`src/rtl/slot_pkg.sv`:
```
// Shared types and constants for the slot-machine game controller.
package slot_pkg;

    typedef enum logic [2:0] {
        StIdle     = 3'd0,
        StReady    = 3'd1,
        StSpin     = 3'd2,
        StStopping = 3'd3,
        StEval     = 3'd4
    } state_t;

    typedef logic [3:0] digit_t;

    localparam digit_t      DigitWrap    = 4'd9;
    localparam digit_t      JackpotDigit = 4'd7;
    localparam int unsigned JackpotMult  = 5;

endpackage

```
`src/rtl/slot_game_ctrl_if.sv`:
```
// Player inputs and display-path outputs of slot_game_ctrl.
// The jackpot signal exists only when SLOT_JACKPOT_EN is defined.
interface slot_game_ctrl_if #(
    parameter int unsigned NUM_REELS = 3
);
    logic                     C_IN;
    logic                     GAME_START;
    logic [6:0]               credit;
    logic [4*NUM_REELS-1:0]   reel_digits;
    logic [NUM_REELS-1:0]     reel_stopped;
    logic                     spinning;
    logic                     win;
    logic [2:0]               state;
`ifdef SLOT_JACKPOT_EN
    logic                     jackpot;
`endif

    modport master (
        output C_IN,
        output GAME_START,
        input  credit,
        input  reel_digits,
        input  reel_stopped,
        input  spinning,
        input  win,
`ifdef SLOT_JACKPOT_EN
        input  jackpot,
`endif
        input  state
    );

    modport slave (
        input  C_IN,
        input  GAME_START,
        output credit,
        output reel_digits,
        output reel_stopped,
        output spinning,
        output win,
`ifdef SLOT_JACKPOT_EN
        output jackpot,
`endif
        output state
    );

endinterface

```
`src/rtl/slot_reel.sv`:
```
// One reel: free-running prescaler of period DIV and a mod-10 digit that
// advances on a prescaler tick only while i_run is high.
module slot_reel
    import slot_pkg::*;
#(
    parameter int unsigned DIV = 4
) (
    input  logic   i_clk,
    input  logic   i_rst_n,
    input  logic   i_run,
    output digit_t o_digit
);

    localparam int unsigned PreW = $clog2(DIV + 1);

    logic [PreW-1:0] r_pre;
    digit_t          r_digit;
    logic            w_tick;

    assign w_tick  = (r_pre == PreW'(DIV - 1));
    assign o_digit = r_digit;

    always_ff @(posedge i_clk or negedge i_rst_n) begin
        if (!i_rst_n) begin
            r_pre   <= '0;
            r_digit <= '0;
        end else begin
            r_pre <= w_tick ? '0 : r_pre + PreW'(1);
            if (w_tick && i_run) begin
                r_digit <= (r_digit == DigitWrap) ? '0 : r_digit + 4'd1;
            end
        end
    end

endmodule

```
`src/rtl/slot_game_ctrl.sv`:
```
// Slot-machine game controller: coin/start edge detection, saturating credit,
// N spinning reels with staggered stops, payout on a full match.
// Optional SLOT_JACKPOT_EN: all-sevens pays JackpotMult*PAYOUT and drives jackpot.
module slot_game_ctrl
    import slot_pkg::*;
#(
    parameter int unsigned NUM_REELS   = 3,
    parameter int unsigned SPIN_CYCLES = 150,
    parameter int unsigned STOP_GAP    = 20,
    parameter int unsigned REEL_DIV    = 4,
    parameter int unsigned CREDIT_MAX  = 99,
    parameter int unsigned PAYOUT      = 10
) (
    input  logic             CLK,
    input  logic             RST,
    slot_game_ctrl_if.slave  bus
);

    localparam int unsigned SpinW = $clog2(SPIN_CYCLES + 1);
    localparam int unsigned GapW  = $clog2(STOP_GAP + 1);
    localparam logic [NUM_REELS-1:0] StopLsb = NUM_REELS'(1);

    state_t                 r_state;
    logic [6:0]             r_credit;
    logic                   r_coin_prev;
    logic                   r_start_prev;
    logic                   r_spinning;
    logic                   r_win;
    logic [SpinW-1:0]       r_spin_cnt;
    logic [GapW-1:0]        r_gap_cnt;
    logic [NUM_REELS-1:0]   r_stopped;

    logic [NUM_REELS-1:0]   w_run;
    digit_t                 w_digit [NUM_REELS];
    logic [4*NUM_REELS-1:0] w_digits_flat;
    logic                   w_coin_edge;
    logic                   w_start_edge;
    logic                   w_start_ok;
    logic                   w_match;
    logic [15:0]            w_pay;
    logic [15:0]            w_credit_sum;
    logic [6:0]             w_credit_next;
`ifdef SLOT_JACKPOT_EN
    logic                   r_jackpot;
    logic                   w_jack;
`endif

    for (genvar gi = 0; gi < NUM_REELS; gi++) begin : g_reel
        slot_reel #(
            .DIV (REEL_DIV + gi)
        ) u_reel (
            .i_clk   (CLK),
            .i_rst_n (RST),
            .i_run   (w_run[gi]),
            .o_digit (w_digit[gi])
        );
    end

    // A reel runs for all of SPIN and until its own stop bit rises in STOPPING.
    always_comb begin
        w_run         = '0;
        w_digits_flat = '0;
        w_match       = 1'b1;
        for (int i = 0; i < NUM_REELS; i++) begin
            w_run[i] = (r_state == StSpin) || ((r_state == StStopping) && !r_stopped[i]);
            w_digits_flat[4*i +: 4] = w_digit[i];
            if (w_digit[i] != w_digit[0]) begin
                w_match = 1'b0;
            end
        end
    end

`ifdef SLOT_JACKPOT_EN
    assign w_jack = w_match && (w_digit[0] == JackpotDigit);
`endif

    assign w_coin_edge  = bus.C_IN && !r_coin_prev;
    assign w_start_edge = bus.GAME_START && !r_start_prev;

    // Coin, payout and spend are folded into one sum so that simultaneous
    // events net out before saturation.
    always_comb begin
        w_pay = '0;
        if ((r_state == StEval) && w_match) begin
`ifdef SLOT_JACKPOT_EN
            w_pay = w_jack ? 16'(JackpotMult * PAYOUT) : 16'(PAYOUT);
`else
            w_pay = 16'(PAYOUT);
`endif
        end
        w_start_ok    = (r_state == StReady) && w_start_edge;
        w_credit_sum  = 16'(r_credit) + 16'(w_coin_edge) + w_pay - 16'(w_start_ok);
        w_credit_next = (w_credit_sum > 16'(CREDIT_MAX)) ? 7'(CREDIT_MAX) : 7'(w_credit_sum);
    end

    always_ff @(posedge CLK or negedge RST) begin
        if (!RST) begin
            r_state      <= StIdle;
            r_credit     <= '0;
            r_coin_prev  <= 1'b0;
            r_start_prev <= 1'b0;
            r_spinning   <= 1'b0;
            r_win        <= 1'b0;
            r_spin_cnt   <= '0;
            r_gap_cnt    <= '0;
            r_stopped    <= '1;
`ifdef SLOT_JACKPOT_EN
            r_jackpot    <= 1'b0;
`endif
        end else begin
            r_coin_prev  <= bus.C_IN;
            r_start_prev <= bus.GAME_START;
            r_credit     <= w_credit_next;
            unique case (r_state)
                StIdle: begin
                    if (w_coin_edge) begin
                        r_state <= StReady;
                    end
                end
                StReady: begin
                    if (w_start_ok) begin
                        r_state    <= StSpin;
                        r_spinning <= 1'b1;
                        r_win      <= 1'b0;
`ifdef SLOT_JACKPOT_EN
                        r_jackpot  <= 1'b0;
`endif
                        r_spin_cnt <= '0;
                        r_stopped  <= '0;
                    end
                end
                StSpin: begin
                    if (r_spin_cnt == SpinW'(SPIN_CYCLES - 1)) begin
                        r_state   <= StStopping;
                        r_stopped <= StopLsb;
                        r_gap_cnt <= '0;
                    end else begin
                        r_spin_cnt <= r_spin_cnt + SpinW'(1);
                    end
                end
                StStopping: begin
                    // Stop bits fill from reel 0 upward, one every STOP_GAP cycles.
                    if (&r_stopped) begin
                        r_state    <= StEval;
                        r_spinning <= 1'b0;
                    end else if (r_gap_cnt == GapW'(STOP_GAP - 1)) begin
                        r_stopped <= (r_stopped << 1) | StopLsb;
                        r_gap_cnt <= '0;
                    end else begin
                        r_gap_cnt <= r_gap_cnt + GapW'(1);
                    end
                end
                StEval: begin
                    r_win   <= w_match;
`ifdef SLOT_JACKPOT_EN
                    r_jackpot <= w_jack;
`endif
                    r_state <= (w_credit_next != '0) ? StReady : StIdle;
                end
                default: r_state <= StIdle;
            endcase
        end
    end

    assign bus.credit       = r_credit;
    assign bus.reel_digits  = w_digits_flat;
    assign bus.reel_stopped = r_stopped;
    assign bus.spinning     = r_spinning;
    assign bus.win          = r_win;
    assign bus.state        = r_state;
`ifdef SLOT_JACKPOT_EN
    assign bus.jackpot      = r_jackpot;
`endif

endmodule

```
`src/flat_wrapper.sv`:
```
// flat-port wrapper written by rule: the top's interface ports become plain ports
module slot_game_ctrl_flat import slot_pkg::*;
#(
    parameter int unsigned NUM_REELS   = 3,
    parameter int unsigned SPIN_CYCLES = 150,
    parameter int unsigned STOP_GAP    = 20,
    parameter int unsigned REEL_DIV    = 4,
    parameter int unsigned CREDIT_MAX  = 99,
    parameter int unsigned PAYOUT      = 10
)
  (CLK, RST, bus_C_IN, bus_GAME_START, bus_credit, bus_reel_digits, bus_reel_stopped, bus_spinning, bus_win, bus_state);
  slot_game_ctrl_if #(.NUM_REELS(NUM_REELS)) bus_i ();
  input  logic CLK;
  input  logic RST;
  input wire logic [$bits(bus_i.C_IN)-1:0] bus_C_IN;
  input wire logic [$bits(bus_i.GAME_START)-1:0] bus_GAME_START;
  output wire logic [$bits(bus_i.credit)-1:0] bus_credit;
  output wire logic [$bits(bus_i.reel_digits)-1:0] bus_reel_digits;
  output wire logic [$bits(bus_i.reel_stopped)-1:0] bus_reel_stopped;
  output wire logic [$bits(bus_i.spinning)-1:0] bus_spinning;
  output wire logic [$bits(bus_i.win)-1:0] bus_win;
  output wire logic [$bits(bus_i.state)-1:0] bus_state;
  assign bus_i.C_IN = bus_C_IN;
  assign bus_i.GAME_START = bus_GAME_START;
  assign bus_credit = bus_i.credit;
  assign bus_reel_digits = bus_i.reel_digits;
  assign bus_reel_stopped = bus_i.reel_stopped;
  assign bus_spinning = bus_i.spinning;
  assign bus_win = bus_i.win;
  assign bus_state = bus_i.state;
  slot_game_ctrl #(.NUM_REELS(NUM_REELS), .SPIN_CYCLES(SPIN_CYCLES), .STOP_GAP(STOP_GAP), .REEL_DIV(REEL_DIV), .CREDIT_MAX(CREDIT_MAX), .PAYOUT(PAYOUT)) u_core (.CLK(CLK), .RST(RST), .bus(bus_i));
endmodule
```
`config.mk`:
```
export PLATFORM = sky130hd
export DESIGN_NAME = slot_game_ctrl_flat
export DESIGN_NICKNAME = d
export VERILOG_FILES = /design/src/rtl/slot_pkg.sv /design/src/rtl/slot_game_ctrl_if.sv /design/src/rtl/slot_reel.sv /design/src/rtl/slot_game_ctrl.sv /design/src/flat_wrapper.sv
export SDC_FILE = /design/constraint.sdc
export NUM_CORES = 1
export LEC_CHECK = 0
export CAP_MARGIN = 10
export CORE_ASPECT_RATIO = 1.25
export CORE_MARGIN = 5
export CORE_UTILIZATION = 60
export DETAILED_ROUTE_END_ITERATION = 10
export PLACE_DENSITY = 0.84
export SYNTH_ARGS = -nofsm -noshare
export SYNTH_HDL_FRONTEND = slang
export SYNTH_HIERARCHICAL = 1
export SYNTH_SLANG_ARGS = --single-unit
```
`constraint.sdc`:
```
create_clock -name CLK -period 9.5 [get_ports CLK]
set_clock_uncertainty 0.1 [all_clocks]
set_input_delay 1.9 -clock CLK [delete_from_list [all_inputs] [get_ports CLK]]
set_output_delay 1.9 -clock CLK [all_outputs]
set_load 0.005 [all_outputs]
```
==> metrics.cfg, run 1 <==
[status]
status = finished clean

[logic_synthesis]
ys_seq_elements = 51
synthArstFlopShare = 1.00
synth_cell_type_count = 70
ys_seq_area_frac = 0.424
syn_area_um2 = 3020
avgSynthCellArea_um2 = 10.0
synthCells = 301
synth_edf_count = 0
yosys_warnings = 6
syn_nets = 325
synthFlopType = dfrtp_1

[grt]
grt_max_degree = 52
grt_pass1_vias = 2463
gr-total-overflow = 0
antenna_found_initial = 0
grt_use_total = 0.222
grt_pass1_wl_um = 11300

[finish]
drive_gt1_frac = 0.107
syn_to_final_growth_pct = 15.5
final_common_cell = dfrtp_1
layout_common_cells = 48 x dfrtp_1, 29 x clkdlybuf4s50_1, 29 x inv_1, 22 x nor2_1, 21 x nand2_1
final_core_util = 0.726
stdcell_count = 396
finalNetCount = 359
diodes = 0
fill_cells = 385

[place]
hpwl_um = 4710
gp_congestion = 0.827
pre_cts_slack_ns = 2.98
place_inst = 388
io_buffers = 30

[die]
rows = 28
initial_core_util = 0.629
die_area_um2 = 6560
core_area_um2 = 4800
num_io_pins = 31
die_h_um = 89.3
die_x_um = 73.4

[worst_setup_path]
crit_fanout = 8
worstSetupPathType = in -> reg
r2r_start = u_core/bus.state[2]
cp-startpoint = bus_GAME_START
max_stage_delay_ns = 0.75
crit_slowest_cell = nor3_1
crit_arrival_ns = 6.27
end_kind = flop
regToRegSetupSlack_ns = 4.48
crit_path_start_kind = primary input
path_cells = clkdlybuf4s50_1, nand3b_2, nor3_1, ha_1, inv_1, ha_1, a21oi_1, nor2_1, o21ai_0, a21oi_1, nor2_1, ha_1, nor3b_1, o2111ai_1, a22oi_1, o311ai_0
required_ns = 9.54
crit_top_cell = ha_1

[power]
power.leakage_nw = 1.50
report.power.total_mw = 1.05
ir_worst_vdd_mv = 0.182
p_per_area_nw_per_um2 = 302

[cts]
htree_levels = 2
clk_pin_slew_ns = 0.10
post_cts_buffers = 0
clk_latency_ns = 0.31
hold_buffers = 0
clock_path_buffers = 2
cts_root_buf = clkbuf_8
cts.sinks = 51
cts_buffers = 5
cts_tree = done
post_cts_resized = 0

[sta]
relSlewSlack = 0.361
min_period_ns = 6.23
finalSetupTns_ns = 0
hold_viol = 0
fin_ws_ns = 3.27
setup_viol = 0
grt_setup_unrepaired = no
timing.fmax_mhz = 160
worstMarginPinSlew_ns = 0.951
period_share = 0.656
drv_slew = 0

[worst_hold_path]
min_from = u_core/g_reel[0].u_reel/r_pre[0]
worst_hold_path_type = reg -> reg

[detailed_routing]
wire_per_inst_um = 16.1
met2_length_um = 3210
via_count = 2376
totalWireLength_um = 6390
vias_per_cell = 6.00
first_pass_iters = 4
met3_wirelength_um = 264
drtIter0Drc = 129
top_layer = met4
drc = 0
ant_nets = 0
met1_length_um = 2790

[run]
cap_violations = 0

-- worst max-delay path: cells and delay by family --
kind	cells	cell delay [ns]
AND/OR/NAND/NOR	5	1.39
buffers and inverters	2	0.58
AO/OA/AOI/OAI	6	1.65
adder cells (fa/ha/maj)	3	0.73
-- cell type report --
| type | instances | area, um2 | share of cell area |
|---|---|---|---|
| flip-flops and latches | 51 | 1280 | 0.367 |
| clock inverters | 2 | 37.5 | 0.0108 |
| inverters | 29 | 109 | 0.0312 |
| multi-input cells | 217 | 1610 | 0.461 |
| repair buffers | 31 | 303 | 0.0869 |
| clock buffers | 6 | 72.6 | 0.0208 |
| well taps | 60 | 75.1 | 0.0215 |
-- worst paths after layout --
path                                                 endpoint  cells past startpoint
max                                      u_core/bus.credit[1]                     16
min                          u_core/g_reel[0].u_reel/r_pre[0]                      1
max reg2reg                              u_core/bus.credit[1]                     16
min reg2reg                  u_core/g_reel[0].u_reel/r_pre[0]                      1
max in group asynchronous                u_core/bus.credit[5]                      2
min in group asynchronous  u_core/g_reel[0].u_reel/o_digit[3]                      2
-- sequential cells by signal (all words and copies together), names as in the netlist --
register                      cells
u_core/g_reel.u_reel/o_digit     12
u_core/g_reel.u_reel/r_pre        9
u_core/r_spin_cnt                 8
u_core/bus.credit                 7
u_core/r_gap_cnt                  5
u_core/bus.reel_stopped           3
u_core/bus.state                  3
u_core/bus.spinning               1
u_core/bus.win                    1
u_core/r_coin_prev                1
u_core/r_start_prev               1
-- logic make-up (layout without fill, tap and decap cells) --
family,Yosys count,in the layout,synth area share
AOI/OAI and AO/OA,71,71,0.180
xor gates and xnor gates,16,16,0.0464
adders and majority gates,20,20,0.0854
buffers and inverters,33,68,0.0431
DFF,51,51,0.424
muxes,5,5,0.0178
and+or+nand+nor,105,105,0.203
-- report_power, final --
group	internal (mW)	total [mW]	switching (mW)
Combinational	0.247	0.512	0.266
Clock	0.0786	0.149	0.0706
Sequential	0.290	0.392	0.102
-- cells in the mapped netlist (all sizes together) (5+ instances only) --
cell type  count  share of area
a21oi         16          0.027
a21o           5          0.013
dfrtp         48           0.40
a2111oi        5          0.025
o21ai         14          0.023
nor3          10          0.017
nand2         21          0.026
nand3         12          0.020
nor2          22          0.027
ha            19          0.079
xor2           5          0.015
nor2b          7          0.015
xnor2         11          0.032
nand2b         6          0.013
inv           29          0.036
-- metal layers --
layer  global-route usage  vias up
li1                     -     1150
met1                0.278     1166
met2                0.379       46
met3               0.0495       14
met4               0.0774        0
met5                    0        -
-- metrics by stage --
| step | cell area (um2) | hold slack (ns) |
|---|---|---|
| finish | 3480 | 0.345 |
| global route | 3480 | 0.374 |
| CTS | 3480 | 0.355 |
| detailed placement | 3370 | 0.342 |
| global placement | 3370 | 0.325 |
| floorplan | 3020 | 0.310 |
No activity file was read; power rests on OpenSTA's default activity.
==> run 2: changes to the inputs <==
--- a/config.mk
+++ b/config.mk
@@ -8,9 +8,9 @@
 export CAP_MARGIN = 10
 export CORE_ASPECT_RATIO = 1.25
 export CORE_MARGIN = 5
-export CORE_UTILIZATION = 60
+export CORE_UTILIZATION = 51
 export DETAILED_ROUTE_END_ITERATION = 10
-export PLACE_DENSITY = 0.84
+export PLACE_DENSITY = 0.76
 export SYNTH_ARGS = -nofsm -noshare
 export SYNTH_HDL_FRONTEND = slang
 export SYNTH_HIERARCHICAL = 1
==> constraint.sdc (replaced) <==
create_clock -name CLK -period 5.55 [get_ports CLK]
set_clock_uncertainty 0.1 [all_clocks]
set_input_delay 1.11 -clock CLK [delete_from_list [all_inputs] [get_ports CLK]]
set_output_delay 1.11 -clock CLK [all_outputs]
set_load 0.005 [all_outputs]
==> run 2 against run 1 <==
Via count down 2.3%. Register-to-register slack worse by 3.8 ns. Total power up 67%. Sequential power up 67%. Global-route usage down 4.6 points. Critical path type is now reg -> reg.
==> metrics.cfg, run 2 (synthesis gave the netlist of run 1 again) <==
[status]
status = finished clean

[run]
cap_violations = 0

[sta]
drv_slew = 0
setup_viol = 0
min_period_ns = 4.85
timing.fmax_mhz = 206
hold_viol = 0
whs_ns = 0.355
finalSetupTns_ns = 0
relSlewSlack = 0.575
worstMarginPinSlew_ns = 0.638
grt_setup_unrepaired = no
period_share = 0.874

[cts]
clock_path_buffers = 2
post_cts_resized = 0
clk_pin_slew_ns = 0.10
clk_latency_ns = 0.31
cts_buffers = 5
cts_tree = done
post_cts_buffers = 0
hold_buffers = 0
cts_root_buf = clkbuf_8
cts.sinks = 51
htree_levels = 2

[power]
p_per_area_nw_per_um2 = 503
ir_worst_vdd_mv = 0.245
power.leakage_nw = 1.52
report.power.total_mw = 1.76

[worst_setup_path]
crit_arrival_ns = 4.89
rr_worst_depth = 16
end_kind = flop
worstSetupPathType = reg -> reg
crit_fanout = 7
required_ns = 5.59
crit_path_start_kind = flop

[grt]
grt_pass1_wl_um = 10700
grt_pass1_vias = 2342
grt_util_met1 = 0.233
grt_use_met2 = 0.294
grt_max_degree = 52
use_met3 = 0.0290
busiest_layer = met2
antenna_found_initial = 0
grt_use_total = 0.176
gr-total-overflow = 0

[finish]
largest_reg_flops = 12
final_common_cell = dfrtp_1
diodes = 0
layout_common_cells = 48 x dfrtp_1, 29 x clkdlybuf4s50_1, 29 x inv_1, 22 x nor2_1, 21 x nand2_1
syn_to_final_growth_pct = 16.1
finalNetCount = 362
drive_gt1_frac = 0.118

[worst_hold_path]
worst_hold_path_type = reg -> reg
min_path_cells = 1

[detailed_routing]
drtIter0Drc = 68
first_pass_iters = 4
ant_nets = 0
totalWireLength_um = 6130
wire_per_inst_um = 15.1
drc = 0
via_count = 2321
vias_per_cell = 5.73

[die]
initial_core_util = 0.522
core_area_um2 = 5780
num_io_pins = 31
rows = 31
die_h_um = 96.0
die_area_um2 = 7570
die_x_um = 78.8

[place]
hpwl_um = 4480
gp_congestion = 0.801
io_buffers = 30

## run 2: cell types whose count changed in the layout (fill, tap and decap cells not counted)
cell,change
buf_4,+3
bufinv_16,-1
clkbuf_1,-1
clkbuf_8,+1
clkinv_4,+1
## run 2: final cells by class
class | instances | area, um2
Clock buffer | 6 | 82.6
Clock inverter | 2 | 16.3
Fill cell | 495 | 2280
Inverter | 29 | 109
Multi-Input combinational cell | 217 | 1610
Sequential cell | 51 | 1280
Tap cell | 66 | 82.6
Timing Repair Buffer | 34 | 325
## run 2: where the power goes
group	leakage, nW	switching [mW]	internal (mW)	total, mW
Sequential	0.614	0.158	0.496	0.655
Combinational	0.855	0.448	0.428	0.876
Clock	0.0474	0.128	0.102	0.230
## run 2: per-layer routing
layer,vias up,routed length [um]
li1,1154,-
met4,0,76
met2,46,2930
met3,6,292
met1,1115,2830
met5,-,0
## run 2: worst max-delay path, cell delays in order, from the launching register on
cell and delay, ns:
dfrtp_1 0.48, or3_1 0.39, a2111oi_0 0.47, o21ai_0 0.36, ha_1 0.43, inv_1 0.05, ha_1 0.29, a21oi_1 0.30
nor2_1 0.13, o21ai_0 0.24, a21oi_1 0.11, nor2_1 0.10, ha_1 0.13, nor3b_1 0.24, o2111ai_1 0.18, a22oi_1 0.46
o311ai_0 0.24
## run 2: final timing paths
kind | slack (ns) | from | end
worst min-delay path | 0.36 | u_core/g_reel[0].u_reel/r_pre[0] | u_core/g_reel[0].u_reel/r_pre[0]
min in group asynchronous | 0.80 | RST | u_core/g_reel[1].u_reel/o_digit[1]
worst max register to register | 0.70 | u_core/g_reel[1].u_reel/o_digit[2] | u_core/bus.credit[1]
worst min register to register | 0.36 | u_core/g_reel[0].u_reel/r_pre[0] | u_core/g_reel[0].u_reel/r_pre[0]
worst max-delay path | 0.70 | u_core/g_reel[1].u_reel/o_digit[2] | u_core/bus.credit[1]
max in group asynchronous | 4.11 | RST | u_core/bus.credit[3]
## run 2: stage by stage
stage / area (um2) / worst slack [ns] / cells / util
2_1_floorplan: 3020 / 1.31 / 301 / -
3_3_place_gp: 3400 / 0.806 / 397 / 0.589
3_5_place_dp: 3400 / 0.645 / 397 / 0.589
4_1_cts: 3500 / 0.845 / 405 / 0.606
5_1_grt: 3500 / 0.333 / 405 / 0.606
6_report: 3500 / 0.700 / 405 / 0.606
==> run 3: changes to the inputs <==
--- a/config.mk
+++ b/config.mk
@@ -8,9 +8,8 @@
 export CAP_MARGIN = 10
 export CORE_ASPECT_RATIO = 1.25
 export CORE_MARGIN = 5
-export CORE_UTILIZATION = 51
+export CORE_UTILIZATION = 30
 export DETAILED_ROUTE_END_ITERATION = 10
-export PLACE_DENSITY = 0.76
 export SYNTH_ARGS = -nofsm -noshare
 export SYNTH_HDL_FRONTEND = slang
 export SYNTH_HIERARCHICAL = 1
==> run 3 against run 2 <==
Final cell count rose by 15%. Die area rose by 61%. Combinational power fell by 2%. Critical path depth rose by 1. Wire length rose by 4.2%. Non-clock buffer count fell by 1. Sequential cell count did not move. Clock-buffer cell count rose by 1. Critical path type unchanged. Highest routed layer unchanged.
==> metrics.cfg, run 3 (synthesis gave the netlist of run 1 again) <==
[status]
status = finished clean

[finish]
largest_reg_flops = 12
regArea_um2 = 1280
syn_to_final_growth_pct = 20.1
multi_input_area_um2 = 1610
fill_cells = 1029
finalNetCount = 361
drive_gt1_frac = 0.112
diodes = 0
final_common_cell = dfrtp_1
layout_common_cells = 48 x dfrtp_1, 29 x clkdlybuf4s50_1, 29 x inv_1, 22 x nor2_1, 21 x nand2_1

[sta]
timing.fmax_mhz = 207
hold_viol = 0
period_share = 0.870
min_period_ns = 4.83
relSlewSlack = 0.533
setup_viol = 0
drv_slew = 0
grt_setup_unrepaired = no
finalSetupTns_ns = 0
worstMarginPinSlew_ns = 0.694

[grt]
grt_max_degree = 52
gr-total-overflow = 0
grt_pass1_wl_um = 10900
grt_pass1_vias = 2332
antenna_found_initial = 0
grt_use_total = 0.110

[power]
ir_worst_vdd_mv = 0.225
report.power.total_mw = 1.83
power.leakage_nw = 1.54
p_per_area_nw_per_um2 = 506

[worst_setup_path]
crit_top_cell = ha_1
cp_top_family = compound AO/OA/AOI/OAI gates
crit_fanout = 12
crit_arrival_ns = 4.85
path_cells = inv_1, nand2_1, a2111oi_0, o21ai_0, ha_1, inv_1, ha_1, a21oi_1, nor2_1, o21ai_0, a21oi_1, nor2_1, ha_1, nor3b_1, o2111ai_1, a22oi_1, o311ai_0
crit_path_start_kind = flop
end_kind = flop
crit_slowest_cell = dfrtp_1
max_stage_delay_ns = 0.54
worstSetupPathType = reg -> reg
required_ns = 5.57
path_buf_inv = 2

[detailed_routing]
drc = 0
wire_per_inst_um = 13.7
drtIter0Drc = 120
ant_nets = 0
totalWireLength_um = 6380
via_count = 2364
vias_per_cell = 5.06
first_pass_iters = 4

[die]
core_area_um2 = 9950
die_area_um2 = 12200
initial_core_util = 0.303
die_h_um = 122
die_x_um = 99.7
rows = 41
num_io_pins = 31

[cts]
hold_buffers = 0
clk_latency_ns = 0.29
cts.sinks = 51
clk_pin_slew_ns = 0.06
post_cts_resized = 0
cts_tree = done
cts_root_buf = clkbuf_16
cts_buffers = 5
htree_levels = 2
post_cts_buffers = 0
clock_path_buffers = 2

[place]
hpwl_um = 4790
io_buffers = 30
gp_congestion = 0.812

[run]
cap_violations = 0

[worst_hold_path]
worst_hold_path_type = reg -> reg

[run 3: final cells by class]
class                           instances  share of cell area
Tap cell                              129              0.0445
Timing Repair Buffer                   33              0.0877
Sequential cell                        51               0.353
Clock inverter                          1             0.00138
Inverter                               29              0.0300
Clock buffer                            7              0.0394
Multi-Input combinational cell        217               0.444
[run 3: worst register-to-register path, cell delays in order, from the launching register on]
cell	delay, ns
dfrtp_1	0.54
inv_1	0.23
nand2_1	0.12
a2111oi_0	0.35
o21ai_0	0.35
ha_1	0.44
inv_1	0.05
ha_1	0.28
a21oi_1	0.31
nor2_1	0.12
o21ai_0	0.25
a21oi_1	0.11
nor2_1	0.10
ha_1	0.12
nor3b_1	0.31
o2111ai_1	0.20
a22oi_1	0.45
o311ai_0	0.22
[run 3: metal layers]
metal	up-vias	part of all wire	track usage
met1	1172	0.47	0.141
met3	5	0.030	0.0235
li1	1155	-	-
met2	32	0.49	0.189
met5	-	0	0
met4	0	0.0099	0.0256
[run 3: stage by stage]
stage | utilization | setup WS (ns) | instances | hold WS, ns | cell area, um2
finish | 0.364 | 0.721 | 467 | 0.330 | 3620
floorplan | - | 1.31 | 301 | 0.310 | 3020
detailed placement | 0.349 | 0.610 | 459 | 0.330 | 3480
global route | 0.364 | 0.238 | 467 | 0.355 | 3620
global placement | 0.349 | 0.828 | 459 | 0.322 | 3480
CTS | 0.364 | 0.758 | 467 | 0.339 | 3620
[run 3: report_power, final]
| group | leakage, nW | switching [mW] | internal (mW) |
|---|---|---|---|
| clock | 0.0739 | 0.124 | 0.179 |
| combinational | 0.850 | 0.437 | 0.423 |
| sequential | 0.614 | 0.174 | 0.498 |
[run 3: path summary, 6_finish.rpt]
| path | start | endpoint | slack (ns) | depth (start not counted) |
|---|---|---|---|---|
| worst max-delay path | u_core/bus.state[0] | u_core/bus.credit[0] | 0.72 | 17 |
| worst min-delay path | u_core/g_reel[0].u_reel/r_pre[0] | u_core/g_reel[0].u_reel/r_pre[0] | 0.33 | 1 |
| worst max register to register | u_core/bus.state[0] | u_core/bus.credit[0] | 0.72 | 17 |
| worst min register to register | u_core/g_reel[0].u_reel/r_pre[0] | u_core/g_reel[0].u_reel/r_pre[0] | 0.33 | 1 |
| max in group asynchronous | RST | u_core/r_gap_cnt[2] | 4.06 | 2 |
| min in group asynchronous | RST | u_core/bus.credit[4] | 0.83 | 2 |
